--- config.mk ---
export PLATFORM = sky130hd
export DESIGN_NAME = fpu_norm_round_pipe_flat
export DESIGN_NICKNAME = d
export VERILOG_FILES = /design/src/rtl/fpu_norm_round_pipe_if.sv /design/src/rtl/fpu_norm_round_pipe.sv /design/src/flat_wrapper.sv
export SDC_FILE = /design/constraint.sdc
export NUM_CORES = 1
export LEC_CHECK = 0
export ABC_AREA = 1
export CAP_MARGIN = 20
export CORE_MARGIN = 3
export CORE_UTILIZATION = 38
export DETAILED_ROUTE_END_ITERATION = 8
export DONT_BUFFER_PORTS = 1
export MAX_ROUTING_LAYER = met4
export PLACE_DENSITY_LB_ADDON = 0.15
export SYNTH_ARGS = -nofsm -noshare
export SYNTH_HDL_FRONTEND = slang
export SYNTH_SLANG_ARGS = --single-unit
--- constraint.sdc ---
create_clock -name clk -period 5.5 [get_ports clk]
set_clock_uncertainty 0.1 [all_clocks]
set_input_delay 0.825 -clock clk [delete_from_list [all_inputs] [get_ports clk]]
set_output_delay 0.825 -clock clk [all_outputs]
set_load 0.05 [all_outputs]
--- src/rtl/fpu_norm_round_pipe_if.sv ---
// Stream bundle for the normalize/round pipeline: an unnormalized word in, a packed float out.
// The master side produces input words and consumes results; the slave side is the pipeline.
interface fpu_norm_round_pipe_if #(
    parameter int Mantissa_Size = 23,
    parameter int Exponent_Size = 8,
    parameter int Extra_Bits    = 3
);
    localparam int W = Mantissa_Size + Extra_Bits + 2;

    logic                       in_valid;
    logic                       in_ready;
    logic                       in_sign;
    logic [W-1:0]               in_mantissa;
    logic signed [Exponent_Size+1:0] in_exponent;
    logic                       out_valid;
    logic                       out_ready;
    logic                       out_sign;
    logic [Mantissa_Size-1:0]   out_mantissa;
    logic [Exponent_Size-1:0]   out_exponent;
    logic [3:0]                 out_flags;

    modport master (
        output in_valid, in_sign, in_mantissa, in_exponent, out_ready,
        input  in_ready, out_valid, out_sign, out_mantissa, out_exponent, out_flags
    );

    modport slave (
        input  in_valid, in_sign, in_mantissa, in_exponent, out_ready,
        output in_ready, out_valid, out_sign, out_mantissa, out_exponent, out_flags
    );
endinterface

--- src/rtl/fpu_norm_round_pipe.sv ---
// Two-stage float post-processing: stage N normalizes (carry shift or single-cycle LZC shift),
// stage R rounds to nearest-even and packs with overflow/underflow handling.
module fpu_norm_round_pipe #(
    parameter int Mantissa_Size = 23,
    parameter int Exponent_Size = 8,
    parameter int Extra_Bits    = 3
) (
    input logic clk,
    input logic rst,
    fpu_norm_round_pipe_if.slave bus
);
    localparam int W  = Mantissa_Size + Extra_Bits + 2;
    localparam int EW = Exponent_Size + 2;
    localparam int LW = $clog2(W);
    localparam logic signed [EW:0] EXP_MAX = (EW+1)'((1 << Exponent_Size) - 1);

    // Stage N holds only the bits below the hidden one; the hidden bit is implicitly 1 unless zero.
    logic                   n_valid_reg;
    logic                   n_sign_reg;
    logic                   n_zero_reg;
    logic [W-3:0]           n_frac_reg;
    logic signed [EW-1:0]   n_exp_reg;

    logic                       out_valid_reg;
    logic                       out_sign_reg;
    logic [Mantissa_Size-1:0]   out_mantissa_reg;
    logic [Exponent_Size-1:0]   out_exponent_reg;
    logic [3:0]                 out_flags_reg;

    logic r_advance;
    logic n_advance;

    assign r_advance = !out_valid_reg || bus.out_ready;
    assign n_advance = !n_valid_reg || r_advance;

    logic [LW-1:0]          lzc;
    logic                   n_zero_next;
    logic [W-3:0]           n_frac_next;
    logic signed [EW-1:0]   n_exp_next;

    always_comb begin
        lzc = '0;
        for (int i = 0; i <= W-2; i++) begin
            if (bus.in_mantissa[i]) begin
                lzc = LW'(W - 2 - i);
            end
        end
        n_zero_next = (bus.in_mantissa == '0);
        n_frac_next = '0;
        n_exp_next  = '0;
        if (!n_zero_next) begin
            if (bus.in_mantissa[W-1]) begin
                // Carry out: drop one bit to the right, keeping it alive as sticky.
                n_frac_next = {bus.in_mantissa[W-2:2], |bus.in_mantissa[1:0]};
                n_exp_next  = bus.in_exponent + EW'(1);
            end else begin
                // Bits above the fraction field only move further up, so the low slice suffices.
                n_frac_next = bus.in_mantissa[W-3:0] << lzc;
                n_exp_next  = bus.in_exponent - EW'(lzc);
            end
        end
    end

    logic                       guard;
    logic                       sticky;
    logic                       lsb;
    logic                       round_up;
    logic [Mantissa_Size:0]     frac_sum;
    logic signed [EW:0]         exp_f;
    logic [Mantissa_Size-1:0]   r_mantissa_next;
    logic [Exponent_Size-1:0]   r_exponent_next;
    logic [3:0]                 r_flags_next;

    always_comb begin
        guard    = n_frac_reg[Extra_Bits-1];
        sticky   = |n_frac_reg[Extra_Bits-2:0];
        lsb      = n_frac_reg[Extra_Bits];
        round_up = guard & (sticky | lsb);
        // A carry out of the fraction leaves the fraction at zero and bumps the exponent.
        frac_sum = {1'b0, n_frac_reg[W-3:Extra_Bits]} + {{Mantissa_Size{1'b0}}, round_up};
        exp_f    = {n_exp_reg[EW-1], n_exp_reg} + {{EW{1'b0}}, frac_sum[Mantissa_Size]};

        r_mantissa_next = '0;
        r_exponent_next = '0;
        r_flags_next    = 4'b0000;
        if (n_zero_reg) begin
            r_flags_next = 4'b0001;
        end else if (exp_f[EW] || exp_f == '0) begin
            r_flags_next = 4'b0111;
        end else if (exp_f >= EXP_MAX) begin
            r_exponent_next = '1;
            r_flags_next    = 4'b1010;
        end else begin
            r_mantissa_next = frac_sum[Mantissa_Size-1:0];
            r_exponent_next = exp_f[Exponent_Size-1:0];
            r_flags_next    = {2'b00, guard | sticky, 1'b0};
        end
    end

    always_ff @(posedge clk) begin
        if (rst) begin
            n_valid_reg      <= 1'b0;
            n_sign_reg       <= 1'b0;
            n_zero_reg       <= 1'b0;
            n_frac_reg       <= '0;
            n_exp_reg        <= '0;
            out_valid_reg    <= 1'b0;
            out_sign_reg     <= 1'b0;
            out_mantissa_reg <= '0;
            out_exponent_reg <= '0;
            out_flags_reg    <= '0;
        end else begin
            if (n_advance) begin
                n_valid_reg <= bus.in_valid;
                if (bus.in_valid) begin
                    n_sign_reg <= bus.in_sign;
                    n_zero_reg <= n_zero_next;
                    n_frac_reg <= n_frac_next;
                    n_exp_reg  <= n_exp_next;
                end
            end
            if (r_advance) begin
                out_valid_reg <= n_valid_reg;
                if (n_valid_reg) begin
                    out_sign_reg     <= n_sign_reg;
                    out_mantissa_reg <= r_mantissa_next;
                    out_exponent_reg <= r_exponent_next;
                    out_flags_reg    <= r_flags_next;
                end
            end
        end
    end

    assign bus.in_ready     = n_advance;
    assign bus.out_valid    = out_valid_reg;
    assign bus.out_sign     = out_sign_reg;
    assign bus.out_mantissa = out_mantissa_reg;
    assign bus.out_exponent = out_exponent_reg;
    assign bus.out_flags    = out_flags_reg;
endmodule
--- src/flat_wrapper.sv ---
// flat-port wrapper written by rule: the top's interface ports become plain ports
module fpu_norm_round_pipe_flat 
#(
    parameter int Mantissa_Size = 23,
    parameter int Exponent_Size = 8,
    parameter int Extra_Bits    = 3
)
  (clk, rst, bus_in_valid, bus_in_sign, bus_in_mantissa, bus_in_exponent, bus_out_ready, bus_in_ready, bus_out_valid, bus_out_sign, bus_out_mantissa, bus_out_exponent, bus_out_flags);
  fpu_norm_round_pipe_if #(.Mantissa_Size(Mantissa_Size), .Exponent_Size(Exponent_Size), .Extra_Bits(Extra_Bits)) bus_i ();
  input logic clk;
  input logic rst;
  input wire logic [$bits(bus_i.in_valid)-1:0] bus_in_valid;
  input wire logic [$bits(bus_i.in_sign)-1:0] bus_in_sign;
  input wire logic [$bits(bus_i.in_mantissa)-1:0] bus_in_mantissa;
  input wire logic [$bits(bus_i.in_exponent)-1:0] bus_in_exponent;
  input wire logic [$bits(bus_i.out_ready)-1:0] bus_out_ready;
  output wire logic [$bits(bus_i.in_ready)-1:0] bus_in_ready;
  output wire logic [$bits(bus_i.out_valid)-1:0] bus_out_valid;
  output wire logic [$bits(bus_i.out_sign)-1:0] bus_out_sign;
  output wire logic [$bits(bus_i.out_mantissa)-1:0] bus_out_mantissa;
  output wire logic [$bits(bus_i.out_exponent)-1:0] bus_out_exponent;
  output wire logic [$bits(bus_i.out_flags)-1:0] bus_out_flags;
  assign bus_i.in_valid = bus_in_valid;
  assign bus_i.in_sign = bus_in_sign;
  assign bus_i.in_mantissa = bus_in_mantissa;
  assign bus_i.in_exponent = bus_in_exponent;
  assign bus_i.out_ready = bus_out_ready;
  assign bus_in_ready = bus_i.in_ready;
  assign bus_out_valid = bus_i.out_valid;
  assign bus_out_sign = bus_i.out_sign;
  assign bus_out_mantissa = bus_i.out_mantissa;
  assign bus_out_exponent = bus_i.out_exponent;
  assign bus_out_flags = bus_i.out_flags;
  fpu_norm_round_pipe #(.Mantissa_Size(Mantissa_Size), .Exponent_Size(Exponent_Size), .Extra_Bits(Extra_Bits)) u_core (.clk(clk), .rst(rst), .bus(bus_i));
endmodule
=== After elaboration in Yosys (flattened, before gate mapping) ===
Cells that the tools add are included.

* Output and inout bits: 38
* Logic and storage cells: 70
* Bits of input ports: 43
* Register bits: 76

* Muxes and demuxes: 40
* Reductions and logical operators: 11
* Magnitude comparators: 1
* Bitwise gates (word level): 3
* Add/subtract/negate cells: 4
* Shift operators: 1

{| class="wikitable"
|+ Operators by type and width
! cell !! number
|-
| $mux W5 || 27
|-
| $mux W23 || 3
|-
| $mux W26 || 2
|-
| $logic_not A28 Y1 || 1
|-
| $shl A26 B5 Y26 || 1
|-
| $add A23 B1 Y24 || 1
|-
| $mux W8 || 3
|-
| $mux W10 || 2
|-
| $mux W4 || 3
|-
| $add A10 B2 Y11 || 1
|-
| $ge A11 B9 Y1 const B || 1
|-
| $logic_not A11 Y1 || 1
|-
| $add A10 B2 Y10 const B || 1
|-
| $sub A10 B5 Y10 || 1
|-
| $reduce_and A2 Y1 || 2
|-
| $reduce_or A2 Y1 || 2
|-
| $logic_or A1 B1 Y1 || 3
|-
| $logic_not A1 Y1 || 2
|-
| $or A1 B1 Y1 || 2
|-
| $and A1 B1 Y1 || 1
|}

=== Longest topological paths before layout ===
Gate-level depths: netlist of run 1.

* Depth after elaboration: 30
* Gate-level depth with buffers: 42
* Mapped depth without buffers: 41

=== Least setup slack after synthesis of run 1 ===
Ideal clock, no wire load.

* Path type: input -> register
* Start point: input port bus_in_mantissa[2]
* End point: register u_core.n_exp_reg[6]
* Stages: 42
* Required time: 5,330 ps
* Slack: 1,536 ps
* Buffers on the path: 1
* Data arrival time: 3,794 ps
* Library setup time: 70 ps
* Cell sequence: inv_2 > nand2_1 > nand2_1 > nand2_1 > nand2_1 > nand2_1 > nand2_1 > nand2_1 > nand2_1 > nand2_1 > nand2_1 > nand2_1 > nand2_1 > nand2_1 > nand2_1 > nand2_1 > nand2_1 > nand2_1 > [6 not listed] > nand2_4 > buf_2 > ha_1 > inv_1 > fa_1 > nand2_1 > inv_1 > nor2_1 > nor2_1 > nor2_1 > nor2_1 > nor3_1 > nor2_1 > a21oi_1 > nor2_1 > nor2_1 > nand2_1 > a21oi_1

* Word-level cells in the longest chain between the ends: 28
* Elaborated cells between the ends (all ways): 29
* Classes of those cells: add/sub (1); mux (27); reduce/logical (1)

{| class="wikitable"
|+ Ends and longest elaborated chain
! what !! line !! source
|-
| start: declaration || flat_wrapper.sv:14 || <nowiki>input wire logic [$bits(bus_i.in_mantissa)-1:0] bus_in_mantissa;</nowiki>
|-
| $mux W5 (25 in series) || fpu_norm_round_pipe.sv:44 || <nowiki>if (bus.in_mantissa[i]) begin</nowiki>
|-
| $sub A10 B5 Y10 || fpu_norm_round_pipe.sv:59 || <nowiki>n_exp_next = bus.in_exponent - EW'(lzc);</nowiki>
|-
| $mux W10 || fpu_norm_round_pipe.sv:52 || <nowiki>if (bus.in_mantissa[W-1]) begin</nowiki>
|-
| $mux W10 * || fpu_norm_round_pipe.sv:51 || <nowiki>if (!n_zero_next) begin</nowiki>
|-
| end signal: assignment || fpu_norm_round_pipe.sv:119 || <nowiki>n_exp_reg <= n_exp_next;</nowiki>
|-
| end: declaration || fpu_norm_round_pipe.sv:22 || <nowiki>logic signed [EW-1:0] n_exp_reg;</nowiki>
|}

Every way passes the cells marked *; elsewhere a longest branch is shown, timed or not.
A chain may end at the register's enable or synchronous reset.

=== Worst setup path after layout of run 1 ===
* Start point: register u_core.n_frac_reg[2]
* End point: register u_core.out_mantissa_reg[10], in the netlist u_core.bus.out_mantissa[10]

* Word-level cells in the longest chain between the ends: 7
* Elaborated cells between the ends (all ways): 9
* Classes of those cells: add/sub (2); order compare (1); mux (3); bitwise (1); reduce/logical (2)

{| class="wikitable"
|+ Ends and longest elaborated chain
! what !! line !! source
|-
| start: declaration || fpu_norm_round_pipe.sv:21 || <nowiki>logic [W-3:0] n_frac_reg;</nowiki>
|-
| start signal: assignment || fpu_norm_round_pipe.sv:118 || <nowiki>n_frac_reg <= n_frac_next;</nowiki>
|-
| $and A1 B1 Y1 * || fpu_norm_round_pipe.sv:78 || <nowiki>round_up = guard & (sticky | lsb);</nowiki>
|-
| $add A23 B1 Y24 * || fpu_norm_round_pipe.sv:80 || <nowiki>frac_sum = {1'b0, n_frac_reg[W-3:Extra_Bits]} + {{Mantissa_Size{1'b0}}, round_up};</nowiki>
|-
| $add A10 B2 Y11 || fpu_norm_round_pipe.sv:81 || <nowiki>exp_f = {n_exp_reg[EW-1], n_exp_reg} + {{EW{1'b0}}, frac_sum[Mantissa_Size]};</nowiki>
|-
| $ge A11 B9 Y1 / $logic_not A11 Y1 (equally long branches) || fpu_norm_round_pipe.sv:90, fpu_norm_round_pipe.sv:88 ||
|-
| $mux W23 / $logic_or A1 B1 Y1 (equally long branches) || fpu_norm_round_pipe.sv:90, fpu_norm_round_pipe.sv:88 ||
|-
| $mux W23 * || fpu_norm_round_pipe.sv:88 || <nowiki>end else if (exp_f[EW] || exp_f == '0) begin</nowiki>
|-
| $mux W23 * || fpu_norm_round_pipe.sv:86 || <nowiki>if (n_zero_reg) begin</nowiki>
|-
| end signal: assignment || fpu_norm_round_pipe.sv:126 || <nowiki>out_mantissa_reg <= r_mantissa_next;</nowiki>
|-
| end: declaration || fpu_norm_round_pipe.sv:26 || <nowiki>logic [Mantissa_Size-1:0] out_mantissa_reg;</nowiki>
|}

Marked as above.

==> run summary, run 1 <==
TritonCTS clock tree -> built
Starting Density -> 0.394
most frequent cell on the critical path -> nand2_1
port buffer count -> 0
routability cong. -> 0.922
CP startpoint kind -> register
status -> finished, final reports clean
vias in the first global route -> 5890
Syn Nets -> 1043
Max IR drop VDD -> 142 uV
most common library cell in the layout ignoring fill and taps -> nand2_1
# fillers -> 1593
Least-Margin Pin Slew -> 843 ps
syn_area_per_cell -> 5.85 um2
Worst-Skew Late Latency -> 340 ps
final WL -> 18900 um
placed insts -> 1132
fin crit share -> 0.847
clk root buf -> clkbuf_16
Req. time, crit path -> 5670 ps
top-area cell type share of the netlist area -> 0.263
Area growth syn-to-layout -> 6.78%
vias per cell -> 5.58
Iter 0 DRT Violations -> 624
number of buffers created by CTS -> 9
wire per inst -> 16.4 um
post-layout minimum cycle time -> 4660 ps
HP Class -> register to register
Synth area leader -> dfxtp_1
Clock Sinks -> 76
MaxCap Viol Count -> 0
Synth cell types -> 41
slowest CP cell -> nor3_4
nets -> 1012
Slew HR -> 0.436
Final Hold Viols -> 0
DRC Markers -> 0
setup TNS -> 0 ps
die span in y -> 129 um
grt total ovfl -> 0
most frequent cells in the layout -> nand2_1, nand3_1, a21oi_1, nor2_1, inv_1
top post-synthesis cells by area -> dfxtp_1, nand2_1, nand3_1
CP max FO -> 16
GRT Overall Usage -> 0.229
post-route insts no fill -> 1147
RSZ-0062 raised after global routing -> no
I/O Pins -> 81
core area -> 0.0147 mm2
max-slew violations -> 0
DIE WIDTH -> 129 um
Seq/Total Area, Yosys -> 0.263
Crit path largest cell delay -> 370 ps
post-CTS setup buffers -> 0
PD cells -> 262 mW/mm2
htree depth -> 3
Post-Syn Area -> 0.00579 mm2
layout cell share with drive strength beyond 1 -> 0.0488
synthesized flop and latch total -> 76
First-pass DRT Iterations -> 7
Post-CTS Hold Buffers -> 0
deepest clock path buffer count -> 2
max reg flops -> 26
synth warn -> 0
critical path class -> register to register
largest net degree at the start of global routing -> 58
CP arrival -> 4830 ps
Setup violations, final -> 0
first-pass GRT wire length -> 30000 um
die area -> 0.0168 mm2
fmax -> 215 MHz
Antenna Nets Post-Route -> 0
clock-pin slew on the worst setup and hold paths -> 60 ps
leakage power -> 2.68 nW
Worst setup EP type -> register
diode count -> 0
Placement Rows -> 44
DP Wirelength -> 14000 um
Via Count -> 6405
initial antenna violation count -> 0
Gate Count Post-Synth -> 990
[worst max-delay path: cells and delay by family, from the launching register on]
family	cells	cell delay (ps)
adders and majority gates	2	460
and+or+nand+nor	17	2590
AOI/OAI and AO/OA	5	640
DFF	1	360
buffers and inverters	4	440
[what timing repair did]
action / in CTS / in global routing
resized for setup: 0 / 1
endpoints found under the setup margin: 0 / 5
hold endpoints to repair: 0 / 0
[layer usage]
metal / global-route usage / vias to the layer above / part of all wire
met2: 0.371 / 213 / 0.47
li1: - / 3251 / -
met3: 0.0379 / 29 / 0.055
met5: - / - / 0
met1: 0.301 / 2912 / 0.46
met4: 0.0513 / 0 / 0.017
[cells by family (layout without fill, tap and decap cells)]
kind of cell | Yosys count | after routing | synth area share
buffers and inverters | 137 | 110 | 0.0933
and+or+nand+nor | 573 | 573 | 0.429
xor gates and xnor gates | 12 | 12 | 0.0181
AOI/OAI and AO/OA | 182 | 182 | 0.174
adders and majority gates | 10 | 10 | 0.0229
DFF | 76 | 76 | 0.263
[worst paths after layout]
path / depth (start not counted) / slack (ps) / startpoint / end
setup / recovery: 28 / 840 / u_core.n_frac_reg[2]$_SDFFE_PP0P_ / u_core.bus.out_mantissa[10]$_SDFFE_PP0P_
hold / removal: 2 / 360 / u_core.n_frac_reg[0]$_SDFFE_PP0P_ / u_core.n_frac_reg[0]$_SDFFE_PP0P_
setup reg to reg: 28 / 840 / u_core.n_frac_reg[2]$_SDFFE_PP0P_ / u_core.bus.out_mantissa[10]$_SDFFE_PP0P_
hold reg to reg: 2 / 360 / u_core.n_frac_reg[0]$_SDFFE_PP0P_ / u_core.n_frac_reg[0]$_SDFFE_PP0P_
[final cells by class]
cell class | instances | area, um2 | share of cell area
Tap cell | 184 | 230 | 0.0372
Timing Repair Buffer | 9 | 67.6 | 0.0109
Sequential cell | 76 | 1520 | 0.246
Clock buffer | 10 | 229 | 0.0370
Multi-Input combinational cell | 777 | 3740 | 0.604
Inverter | 86 | 323 | 0.0522
Clock inverter | 5 | 77.6 | 0.0125
[cell usage after synthesis (all sizes together)]
| cell type | number |
|---|---|
| clkbuf | 33 |
| o21ai | 54 |
| inv | 85 |
| nor4 | 10 |
| xnor2 | 3 |
| o41ai | 1 |
| a31oi | 2 |
| nand3 | 143 |
| o221ai | 1 |
| and3 | 1 |
| clkinv | 1 |
| a32oi | 1 |
| a2111o | 2 |
| nand2 | 290 |
| and2 | 2 |
| a21oi | 99 |
| or2 | 5 |
| o22ai | 3 |
| dfxtp | 76 |
| o31ai | 4 |
| fa | 1 |
| nor3 | 21 |
| nand4 | 16 |
| ha | 9 |
| xor2 | 9 |
| nor2 | 82 |
| buf | 18 |
| nor3b | 1 |
| nand3b | 2 |
| o2111ai | 1 |
| a211oi | 2 |
| o211ai | 12 |
[where the power goes]
group          internal, mW  switching [mW]
logic                 0.109           0.225
registers             0.587          0.0881
clock network         0.393           0.220
[through the flow]
step | hold slack [ps] | power (mW) | utilization | worst slack (ps) | cell area, um2
final | 360 | 1.62 | 0.421 | 842 | 6190
after global routing | 384 | 1.70 | 0.421 | 138 | 6190
after CTS | 357 | 1.63 | 0.420 | 646 | 6180
after detailed placement | 348 | 1.01 | 0.400 | 733 | 5870
after global placement | 345 | 1.01 | 0.400 | 843 | 5870
after floorplan | 340 | 0.941 | - | 1540 | 5790
(Power assumes the default switching activity.)
==> inputs of run 2 (changes only) <==
==> constraint.sdc (replaced) <==
create_clock -name clk -period 4.6 [get_ports clk]
set_clock_uncertainty 0.1 [all_clocks]
set_input_delay 0.69 -clock clk [delete_from_list [all_inputs] [get_ports clk]]
set_output_delay 0.69 -clock clk [all_outputs]
set_load 0.05 [all_outputs]
==> run summary, run 2 (synthesis gave the netlist of run 1 again) <==
max reg flops -> 26
max-slew violations -> 0
PD cells -> 312 mW/mm2
clock-pin slew on the worst setup and hold paths -> 60 ps
fin crit share -> 0.897
Crit path largest cell delay -> 370 ps
htree depth -> 3
Final WS setup -> 473 ps
vias in the first global route -> 5730
area of the multi-input gates -> 0.00375 mm2
post-layout minimum cycle time -> 4130 ps
HP Class -> input pin to register
final instance area -> 0.00624 mm2
deepest clock path buffer count -> 2
most frequent cell on the critical path -> nand2_1
first-pass GRT wire length -> 29400 um
DRC Markers -> 0
wire per inst -> 16.1 um
FF/Latch Area -> 0.00152 mm2
Iter 0 DRT Violations -> 550
post-route insts no fill -> 1151
number of buffers created by CTS -> 9
Least-Margin Pin Slew -> 834 ps
die area -> 0.0168 mm2
Area growth syn-to-layout -> 7.75%
most common library cell in the layout ignoring fill and taps -> nand2_1
Clock Sinks -> 76
Slew HR -> 0.443
grt total ovfl -> 0
Post-CTS Hold Buffers -> 0
placed insts -> 1135
Placement Rows -> 44
CP startpoint kind -> register
First-pass DRT Iterations -> 5
clk root buf -> clkbuf_16
# fillers -> 1606
placed cell areas -> 0.00590 mm2
pre-CTS WS -> 267 ps
final WL -> 18500 um
slowest CP cell -> dfxtp_1
Worst setup EP type -> register
leakage power -> 2.69 nW
TritonCTS clock tree -> built
MaxCap Viol Count -> 0
diode count -> 0
nets -> 1015
Req. time, crit path -> 4760 ps
Post-CTS Resized -> 0
die span in y -> 129 um
CP max FO -> 16
DP Wirelength -> 13900 um
port buffer count -> 0
Antenna Nets Post-Route -> 0
critical path class -> register to register
GRT Overall Usage -> 0.225
initial antenna violation count -> 0
routability cong. -> 0.942
DIE WIDTH -> 129 um
Final Util -> 0.425
status -> finished, final reports clean
Final Hold Viols -> 0
setup TNS -> 0 ps
Starting Density -> 0.394
Max IR drop VDD -> 183 uV
Worst-Skew Late Latency -> 330 ps
CP arrival -> 4290 ps
layout cell share with drive strength beyond 1 -> 0.0610
core area -> 0.0147 mm2
fmax -> 242 MHz
I/O Pins -> 81
vias per cell -> 5.55
post-CTS setup buffers -> 0
Setup violations, final -> 0
largest net degree at the start of global routing -> 58
most frequent cells in the layout -> nand2_1, nand3_1, a21oi_1, nor2_1, inv_1
Via Count -> 6391
-- run 2: metal layers --
metal  track usage  up-vias  wire, um
met1         0.297     2906      8450
met4        0.0483        0       325
met5             -        -         0
li1              -     3253         -
met3        0.0462       31      1050
met2         0.356      201      8650
-- run 2: per-stage QoR --
stage / hold WS (ps) / power [mW]
3_5_place_dp: 350 / 1.22
3_3_place_gp: 345 / 1.22
4_1_cts: 308 / 1.96
6_report: 321 / 1.95
2_1_floorplan: 340 / 1.13
5_1_grt: 305 / 2.06
-- run 2: path summary, 6_finish.rpt --
check	startpoint	to	slack, ps	depth (start not counted)
worst min-delay path	rst	u_core.n_valid_reg$_SDFFE_PP0N_	320	1
worst max register to register	u_core.n_frac_reg[2]$_SDFFE_PP0P_	u_core.bus.out_mantissa[8]$_SDFFE_PP0P_	470	29
worst min register to register	u_core.n_frac_reg[1]$_SDFFE_PP0P_	u_core.n_frac_reg[1]$_SDFFE_PP0P_	360	2
worst max-delay path	u_core.n_frac_reg[2]$_SDFFE_PP0P_	u_core.bus.out_mantissa[8]$_SDFFE_PP0P_	470	29
-- run 2: cell type report --
type / count / share of cell area
tap: 184 / 0.0369
timing repair buffer: 12 / 0.0144
clock buffer: 13 / 0.0449
inverter: 86 / 0.0521
sequential: 76 / 0.244
clock inverter: 3 / 0.00681
multi-input combinational: 777 / 0.601
-- run 2: power by group --
| group | leakage, nW | internal (mW) | switching [mW] |
|---|---|---|---|
| combinational | 1.91 | 0.135 | 0.267 |
| clock | 0.158 | 0.478 | 0.264 |
| sequential | 0.624 | 0.702 | 0.103 |
-- run 2: worst max-delay path: cells and delay by family, from the launching register on --
family,cells,cell delay [ps]
buffers and inverters,5,510
flip-flops,1,370
adder cells (fa/ha/maj),2,420
AND/OR/NAND/NOR,18,2130
AO/OA/AOI/OAI,4,490
==> inputs of run 3 (changes only) <==
--- a/config.mk
+++ b/config.mk
@@ -13,6 +13,7 @@
 export DONT_BUFFER_PORTS = 1
 export MAX_ROUTING_LAYER = met4
 export PLACE_DENSITY_LB_ADDON = 0.15
+export SETUP_SLACK_MARGIN = 0.3
 export SYNTH_ARGS = -nofsm -noshare
 export SYNTH_HDL_FRONTEND = slang
 export SYNTH_SLANG_ARGS = --single-unit
==> run summary, run 3 (synthesis gave the netlist of run 1 again) <==
status -> finished, final reports clean
RSZ-0062 raised after global routing -> yes
slowest CP cell -> dfxtp_2
Buf/Inv on CP -> 5
CP top delay family -> simple AND/OR/NAND/NOR gates
Area growth syn-to-layout -> 14.5%
core area -> 0.0147 mm2
placed cell areas -> 0.00590 mm2
vias in the first global route -> 5732
worst hold start -> rst
htree depth -> 3
deepest clock path buffer count -> 2
vias per cell -> 5.54
Setup violations, final -> 0
Starting Density -> 0.394
Worst setup EP type -> register
CP max FO -> 7
HP Class -> input pin to register
GRT Overall Usage -> 0.225
Iter 0 DRT Violations -> 571
PD cells -> 301 mW/mm2
final instance area -> 0.00664 mm2
Least-Margin Pin Slew -> 838 ps
CP startpoint -> u_core.n_frac_reg[2]$_SDFFE_PP0P_
clk root buf -> clkbuf_16
GR Util met1 -> 0.298
routability cong. -> 0.942
placed insts -> 1135
diode count -> 0
RR Startpoint -> u_core.n_frac_reg[2]$_SDFFE_PP0P_
initial antenna violation count -> 0
post-layout minimum cycle time -> 4230 ps
DRC Markers -> 0
port buffer count -> 0
most frequent cells in the layout -> nand2_1, nand3_1, a21oi_1, nor2_1
most frequent cell on the critical path -> inv_2
nets -> 1030
largest net degree at the start of global routing -> 58
die area -> 0.0168 mm2
setup TNS -> 0 ps
fin crit share -> 0.920
Antenna Nets Post-Route -> 0
Worst-Skew Late Latency -> 330 ps
Crit path largest cell delay -> 350 ps
leakage power -> 2.84 nW
grt total ovfl -> 0
die span in y -> 129 um
post-route insts no fill -> 1166
wire per inst -> 16.3 um
Via Count -> 6456
final hold slack -> 317 ps
CP arrival -> 4360 ps
first-pass GRT wire length -> 29400 um
Slew HR -> 0.441
most common library cell in the layout ignoring fill and taps -> nand2_1
DIE WIDTH -> 129 um
fmax -> 236 MHz
MaxCap Viol Count -> 0
TritonCTS clock tree -> built
Placement Rows -> 44
CP startpoint kind -> register
final WL -> 19000 um
Max IR drop VDD -> 184 uV
DP Wirelength -> 13900 um
critical path class -> register to register
Most Crowded Layer GR -> met2
clock-pin slew on the worst setup and hold paths -> 60 ps
Clock Sinks -> 76
max-slew violations -> 0
M3 GR Usage -> 0.0462
Final Hold Viols -> 0
max reg flops -> 26
layout cell share with drive strength beyond 1 -> 0.111
I/O Pins -> 81
Req. time, crit path -> 4720 ps
number of buffers created by CTS -> 9
First-pass DRT Iterations -> 5
met2 Use GR -> 0.356
-- run 3: cell count changes in the layout (fill, tap and decap cells not counted), sizes merged --
| cell | delta |
|---|---|
| clkinv | +1 |
| inv | -1 |
| buf | +14 |
| clkinvlp | +1 |
-- run 3: worst register-to-register path: cells and delay by family, from the launching register on --
family | cells | cell delay (ps)
and+or+nand+nor | 17 | 2300
adders and majority gates | 2 | 330
buffers and inverters | 5 | 480
AOI/OAI and AO/OA | 5 | 560
DFF | 1 | 350
-- run 3: final cells by class --
cell class,instances,area (um2)
clock buffers,13,280
multi-input cells,777,3990
clock inverters,3,42.5
flip-flops and latches,76,1520
fillers,1565,8060
inverters,86,328
well taps,184,230
repair inverters,1,7.51
repair buffers,26,234
-- run 3: worst paths after layout --
path	end	slack, ps	depth (start not counted)
worst max-delay path	u_core.bus.out_mantissa[16]$_SDFFE_PP0P_	370	29
worst min-delay path	u_core.n_valid_reg$_SDFFE_PP0N_	320	1
worst max register to register	u_core.bus.out_mantissa[16]$_SDFFE_PP0P_	370	29
worst min register to register	u_core.n_frac_reg[0]$_SDFFE_PP0P_	360	2
-- run 3: repair_timing --
| action | in CTS | in global routing |
|---|---|---|
| setup buffers | 0 | 14 |
| pin swaps | 0 | 29 |
| gates cloned | 0 | 1 |
| hold buffers | 0 | 0 |
| resized for setup | 2 | 68 |
| endpoints found under the hold margin | 0 | 0 |
| setup endpoints to repair | 22 | 36 |
-- run 3: per-layer routing --
| layer | vias to the layer above | wire length [um] |
|---|---|---|
| met3 | 28 | 1050 |
| met1 | 2953 | 8550 |
| met5 | - | 0 |
| met2 | 194 | 9110 |
| li1 | 3281 | - |
| met4 | 0 | 333 |
-- run 3: where the power goes --
part           total, mW  switching, mW  internal (mW)
registers          0.809          0.106          0.702
logic              0.449          0.291          0.158
clock network      0.742          0.264          0.478
total               2.00          0.661           1.34
-- run 3: per-stage QoR --
| step | total power, mW | utilization | setup WS (ps) |
|---|---|---|---|
| finish | 2.00 | 0.451 | 367 |
| global route | 2.11 | 0.451 | 101 |
| CTS | 1.96 | 0.424 | 314 |
| detailed placement | 1.22 | 0.401 | 267 |
| global placement | 1.22 | 0.401 | 393 |
| floorplan | 1.13 | - | 728 |
